**config.mk**
```make
export PLATFORM = sky130hd
export DESIGN_NAME = imm_encoder
export DESIGN_NICKNAME = d
export VERILOG_FILES = /design/src/rtl/imm_encoder_pkg.sv /design/src/rtl/imm_encoder_fifo.sv /design/src/rtl/imm_encoder.sv
export SDC_FILE = /design/constraint.sdc
export NUM_CORES = 1
export LEC_CHECK = 0
export CAP_MARGIN = 30
export CELL_PAD_IN_SITES_DETAIL_PLACEMENT = 1
export CELL_PAD_IN_SITES_GLOBAL_PLACEMENT = 2
export CORE_UTILIZATION = 33
export DETAILED_ROUTE_END_ITERATION = 12
export PLACE_DENSITY_LB_ADDON = 0.1
export SYNTH_ARGS = -nofsm -noshare
export SYNTH_HDL_FRONTEND = slang
export SYNTH_SLANG_ARGS = --single-unit
```
**constraint.sdc**
```tcl
create_clock -name clk -period 7.2 [get_ports clk]
set_input_delay 1.44 -clock clk [delete_from_list [all_inputs] [get_ports clk]]
set_output_delay 1.44 -clock clk [all_outputs]
set_load 0.02 [all_outputs]
```
**src/rtl/imm_encoder_pkg.sv**
```systemverilog
// Shared RV32I encoding constants: opcodes, shift funct3 codes, immediate limits,
// and a small decoder that picks the packing format for a field bundle.
package instruction_defines;

    localparam logic [6:0] ITYPE    = 7'b0010011;
    localparam logic [6:0] LOADTYPE = 7'b0000011;
    localparam logic [6:0] STYPE    = 7'b0100011;
    localparam logic [6:0] RTYPE    = 7'b0110011;
    localparam logic [6:0] BTYPE    = 7'b1100011;

    localparam logic [2:0] F3_SLLI = 3'b001;
    localparam logic [2:0] F3_SRXI = 3'b101;

    localparam int IMM12_MIN = -2048;
    localparam int IMM12_MAX = 2047;
    localparam int BIMM_MIN  = -4096;
    localparam int BIMM_MAX  = 4094;
    localparam int SHAMT_MAX = 31;

    typedef enum logic [2:0] {
        FMT_I,
        FMT_SHIFT,
        FMT_S,
        FMT_R,
        FMT_B,
        FMT_BAD
    } fmt_e;

    function automatic fmt_e decode_fmt(input logic [6:0] op, input logic [2:0] f3);
        fmt_e f;
        case (op)
            ITYPE:    f = (f3 == F3_SLLI || f3 == F3_SRXI) ? FMT_SHIFT : FMT_I;
            LOADTYPE: f = FMT_I;
            STYPE:    f = FMT_S;
            RTYPE:    f = FMT_R;
            BTYPE:    f = FMT_B;
            default:  f = FMT_BAD;
        endcase
        return f;
    endfunction

endpackage

```
**src/rtl/imm_encoder_fifo.sv**
```systemverilog
// Small synchronous FIFO with valid/ready on both sides; the head is shown as
// zero while empty so the consumer never sees stale data.
module sync_fifo #(
    parameter int WIDTH = 33,
    parameter int DEPTH = 2
) (
    input  logic             clk,
    input  logic             rst_n,
    input  logic             push_valid,
    output logic             push_ready,
    input  logic [WIDTH-1:0] push_data,
    output logic             pop_valid,
    input  logic             pop_ready,
    output logic [WIDTH-1:0] pop_data
);

    localparam int AW = (DEPTH > 1) ? $clog2(DEPTH) : 1;

    logic [WIDTH-1:0] mem [DEPTH];
    logic [AW:0]      wptr;
    logic [AW:0]      rptr;
    logic             full;
    logic             empty;
    logic             push;
    logic             pop;

    // The extra top pointer bit separates a full wrap from an empty queue.
    assign empty      = (wptr == rptr);
    assign full       = (wptr[AW] != rptr[AW]) && (wptr[AW-1:0] == rptr[AW-1:0]);
    assign push_ready = !full;
    assign pop_valid  = !empty;
    assign push       = push_valid && !full;
    assign pop        = pop_ready && !empty;
    assign pop_data   = empty ? '0 : mem[rptr[AW-1:0]];

    always_ff @(posedge clk or negedge rst_n) begin
        if (!rst_n) begin
            wptr <= '0;
            rptr <= '0;
        end else begin
            if (push) wptr <= wptr + 1'b1;
            if (pop)  rptr <= rptr + 1'b1;
        end
    end

    always_ff @(posedge clk) begin
        if (push) mem[wptr[AW-1:0]] <= push_data;
    end

endmodule

```
**src/rtl/imm_encoder.sv**
```systemverilog
// Packs decoded instruction fields into RV32I words, flags out-of-range immediates
// and unknown opcodes, and queues {err, instr} in a small output FIFO.
module imm_encoder
    import instruction_defines::*;
#(
    parameter int WIDTH = 32,
    parameter int DEPTH = 2
) (
    input  logic             clk,
    input  logic             rst_n,
    input  logic             in_valid,
    output logic             in_ready,
    input  logic [6:0]       opcode,
    input  logic [2:0]       funct3,
    input  logic [6:0]       funct7,
    input  logic [4:0]       rd,
    input  logic [4:0]       rs1,
    input  logic [4:0]       rs2,
    input  logic [WIDTH-1:0] imm,
    output logic             out_valid,
    input  logic             out_ready,
    output logic [WIDTH-1:0] instr_out,
    output logic             err_out,
    output logic [15:0]      enc_count
);

    logic           alive;
    logic           fifo_ready;
    logic [WIDTH:0] enc_word;
    logic [WIDTH:0] head_word;

    function automatic logic [WIDTH:0] encode(
        input logic [6:0]       op,
        input logic [2:0]       f3,
        input logic [6:0]       f7,
        input logic [4:0]       rdv,
        input logic [4:0]       rs1v,
        input logic [4:0]       rs2v,
        input logic [WIDTH-1:0] im
    );
        logic signed [WIDTH-1:0] s;
        logic [WIDTH-1:0]        instr;
        logic                    err;
        s     = $signed(im);
        instr = '0;
        err   = 1'b0;
        case (decode_fmt(op, f3))
            FMT_I: begin
                instr = {im[11:0], rs1v, f3, rdv, op};
                err   = (s < IMM12_MIN) || (s > IMM12_MAX);
            end
            FMT_SHIFT: begin
                instr = {f7, im[4:0], rs1v, f3, rdv, op};
                err   = (s < 0) || (s > SHAMT_MAX);
            end
            FMT_S: begin
                instr = {im[11:5], rs2v, rs1v, f3, im[4:0], op};
                err   = (s < IMM12_MIN) || (s > IMM12_MAX);
            end
            FMT_R: begin
                instr = {f7, rs2v, rs1v, f3, rdv, op};
            end
            FMT_B: begin
                instr = {im[12], im[10:5], rs2v, rs1v, f3, im[4:1], im[11], op};
                err   = (s < BIMM_MIN) || (s > BIMM_MAX) || im[0];
            end
            default: begin
                instr = '0;
                err   = 1'b1;
            end
        endcase
        return {err, instr};
    endfunction

    // Holds in_ready low through reset and for nothing longer than the first edge after release.
    always_ff @(posedge clk or negedge rst_n) begin
        if (!rst_n) alive <= 1'b0;
        else        alive <= 1'b1;
    end

    assign enc_word = encode(opcode, funct3, funct7, rd, rs1, rs2, imm);
    assign in_ready = alive && fifo_ready;

    sync_fifo #(
        .WIDTH(WIDTH + 1),
        .DEPTH(DEPTH)
    ) u_fifo (
        .clk       (clk),
        .rst_n     (rst_n),
        .push_valid(in_valid && alive),
        .push_ready(fifo_ready),
        .push_data (enc_word),
        .pop_valid (out_valid),
        .pop_ready (out_ready),
        .pop_data  (head_word)
    );

    assign {err_out, instr_out} = head_word;

    always_ff @(posedge clk or negedge rst_n) begin
        if (!rst_n)                      enc_count <= '0;
        else if (out_valid && out_ready) enc_count <= enc_count + 16'd1;
    end

endmodule

```
==> results.md <==
- Mean Syn Cell Area: around 13 sq um
- Grt met1 use: 0.179
- Die Span Y: roughly 110 microns
- Synth Instances: 295
- Worst-case reg-to-reg path depth: 5
- Clk_lat worst skew: around 0.33 ns
- Run status: finished, final reports clean
- Utilization after layout: 0.490
- Clk slew on worst S/H paths: ~0.06 ns
- Max IR drop VDD: 177 uV
- Worst Hold Slack: roughly 0.48 ns
- Final setup viols: 0
- CP arrival: approximately 2.8 ns
- Register bit total from synthesis: 87
- Critical Path End Type: primary output
- End of the critical path: err_out
- R2R Path End: u_fifo.mem[1][15]$_DFFE_PP_
- Largest net degree at the start of global routing: 35
- Synth warn: 0
- Post-synth top flop: edfxtp_1
- CTS Buffer Depth: 2
- Post-CTS setup buffer count: 0
- Worst Setup SP: u_fifo.rptr[0]$_DFFE_PN0P_
- Inserted Diodes: 0
- Final hold violation count: 0
- Grt peak-use layer: met2
- Clk sink count: 87
- Seq pwr share: 0.315
- Crit start category: register
- Global-route wire length before repair: between 10000 and 15000 microns
- Via-to-Cell Ratio: 4.90
- CTS tree: done
- Least-Margin Pin Slew: 0.894 ns
- Post-CTS Hold Fix Bufs: 0
- Core area: 11500 sq um
- Met3 Resource Use GR: 0.0399
- # Max-Cap Violations: 0
- F_max: around 0.23 GHz
- Flop-to-flop setup slack: approximately 4.5 ns
- PostCTS Resize Cnt: 0
- Met2 Resource Use GR: 0.255
- WL per Instance: 15.7 microns
- Seq/Total Area, Yosys: 0.641
- Critical Path Fanout Max: 34
- Layout area overhead: 43.9%
- DRT iter0 DRCs: roughly 110
- Antenna violations before repair: 0
- Design area: 5620 sq um
- Starting Density: 0.341
- Post-layout minimum cycle time: 4.26 ns
- Routed Antenna Nets: 0
- Number of detailed-route iterations in the first pass: 4
- Mapped cell area: 3910 sq um
- Leakage: about 2.1 nW
- Area leader, netlist: edfxtp_1
- Final Cycle Share: 0.592
- Distinct cells, synth: 40
- Vias: 2787
- H-tree Lvls: 3
- CP Class: register to primary output
- Area contributors post-synth: edfxtp_1 51%, dfrtp_1 13%, mux2i_1 8.7%
- Worst reg2reg startpoint: u_fifo.rptr[0]$_DFFE_PN0P_
- Fraction of registers with async set/reset: 0.241
- DP Area: roughly 5300 sq um
- Unrepaired setup endpoints after global routing: no
- Io pins: around 120
- EDFF count, synth: 66
- Internal power: around 0.0014 W
- Drt drc: 0
- Worst hold stages: 1
- Num CTS Buffers: 9
- Share of layout cells above drive strength 1: 0.0751
- DRT Wirelength: 8910 microns
- Post-route setup TNS: 0 ns
- Rows: 39
- Congestion Overflow GR: 0
- Worst min-delay path class: register to register
- Clock power share: 0.206
- GR Util All Layers: 0.150
- NetSw: roughly 0.00084 W
- Rel. slew slack: 0.404
- Final net count: 490
- Final count of pins violating max slew: 0
- Most frequent cells in the layout: 118 x clkdlybuf4s50_1, 66 x edfxtp_1, 41 x nor2_1
- Commonest non-fill, non-tap cell in the layout: clkdlybuf4s50_1
- Vias in the first global route: around 2900
- Sw Share: 0.372
- Placer Congestion: a little over 0.7
- Comb pwr share: 0.479
- Detailed placement HPWL: approximately 6500 microns
- Placed cells: between 500 and 600
- Synth top area share: 0.507
- Full die area: around 12000 sq um
- Final cell count without fillers: between 500 and 600
- CP required: about 5.8 ns
- # port buffers: 118
- Die extent in x: between 100 and 150 microns
- Pwr Density: roughly 400 nW/um^2
- Worst Skew: 0.00622 ns
- Root Driver: clkbuf_16
## logic make-up after synthesis
family | after synthesis | share of synthesized area
simple gates | 107 | 0.137
flops | 87 | 0.641
mux | 35 | 0.0899
compound gates | 30 | 0.0627
xor+xnor | 21 | 0.0509
buf+inv | 12 | 0.0128
other cells | 2 | 0.00192
fa+ha+maj | 1 | 0.00320
## critical path, cell delays in order, from the launching register on
cell	delay, ns
dfrtp_2	0.61
buf_12	0.27
xor2_2	0.15
nor2_4	0.68
nor2_1	0.18
clkdlybuf4s50_1	0.58
## power by group through the flow
stage | logic [W] | registers [W] | clock network [W]
after detailed placement | 0.00110 | 0.000722 | 0
after global placement | 0.00104 | 0.000754 | 0
final | 0.00108 | 0.000709 | 0.000463
after global routing | 0.00115 | 0.000721 | 0.000494
after CTS | 0.00110 | 0.000712 | 0.000475
after floorplan | 0.000588 | 0.000712 | 0
## synth_stat cells (2+ instances only)
| library cell | count |
|---|---|
| edfxtp_1 | 66 |
| nor2_1 | 42 |
| mux2i_1 | 34 |
| dfrtp_1 | 21 |
| nand2_1 | 18 |
| a22o_1 | 16 |
| xnor2_1 | 14 |
| nand3_1 | 10 |
| and2_1 | 9 |
| nand4_1 | 6 |
| nor4_1 | 6 |
| and3_1 | 5 |
| xor2_1 | 5 |
| a21oi_1 | 4 |
| clkbuf_1 | 4 |
| buf_1 | 3 |
| conb_1 | 2 |
| inv_1 | 2 |
| nand2b_1 | 2 |
| nor2b_1 | 2 |
| nor3_4 | 2 |
| o21ai_0 | 2 |
| o22ai_1 | 2 |
| xor2_2 | 2 |
## flip-flops by register name (all words and copies together), names as in the netlist
signal and flops:
u_fifo.mem 66, alive 1, enc_count 16, u_fifo.rptr 2, u_fifo.wptr 2
## worst min path at each step
stage                          startpoint                          to  slack (ns)
2_1_floorplan  u_fifo.rptr[1]$_DFFE_PN0P_  u_fifo.rptr[1]$_DFFE_PN0P_        0.50
3_3_place_gp    enc_count[15]$_DFFE_PN0P_   enc_count[15]$_DFFE_PN0P_        0.46
3_5_place_dp    enc_count[15]$_DFFE_PN0P_   enc_count[15]$_DFFE_PN0P_        0.48
4_1_cts         enc_count[15]$_DFFE_PN0P_   enc_count[15]$_DFFE_PN0P_        0.48
5_1_grt         enc_count[15]$_DFFE_PN0P_   enc_count[15]$_DFFE_PN0P_        0.51
6_report        enc_count[15]$_DFFE_PN0P_   enc_count[15]$_DFFE_PN0P_        0.48
## layer usage
metal	part of all wire	vias to the layer above	routed length [microns]
met5	0	-	0
met3	0.053	9	471
met4	0.016	0	140
met1	0.43	1358	3850
met2	0.50	84	4440
li1	-	1336	-
## stage by stage
stage | total power, W | worst slack [ns]
after global routing | 0.00236 | 2.74
after global placement | 0.00179 | 2.85
after detailed placement | 0.00182 | 3.22
after CTS | 0.00229 | 2.85
final | 0.00225 | 2.94
after floorplan | 0.00130 | 3.86
## final cells by class
type,instances,area (sq um)
Sequential cell,87,2510
Clock buffer,11,243
Inverter,3,11.3
Multi-Input combinational cell,199,1380
Timing Repair Buffer,121,1250
Fill cell,1197,5840
Tap cell,143,179
Clock inverter,5,57.6
Power figures use the tool's default switching activity.
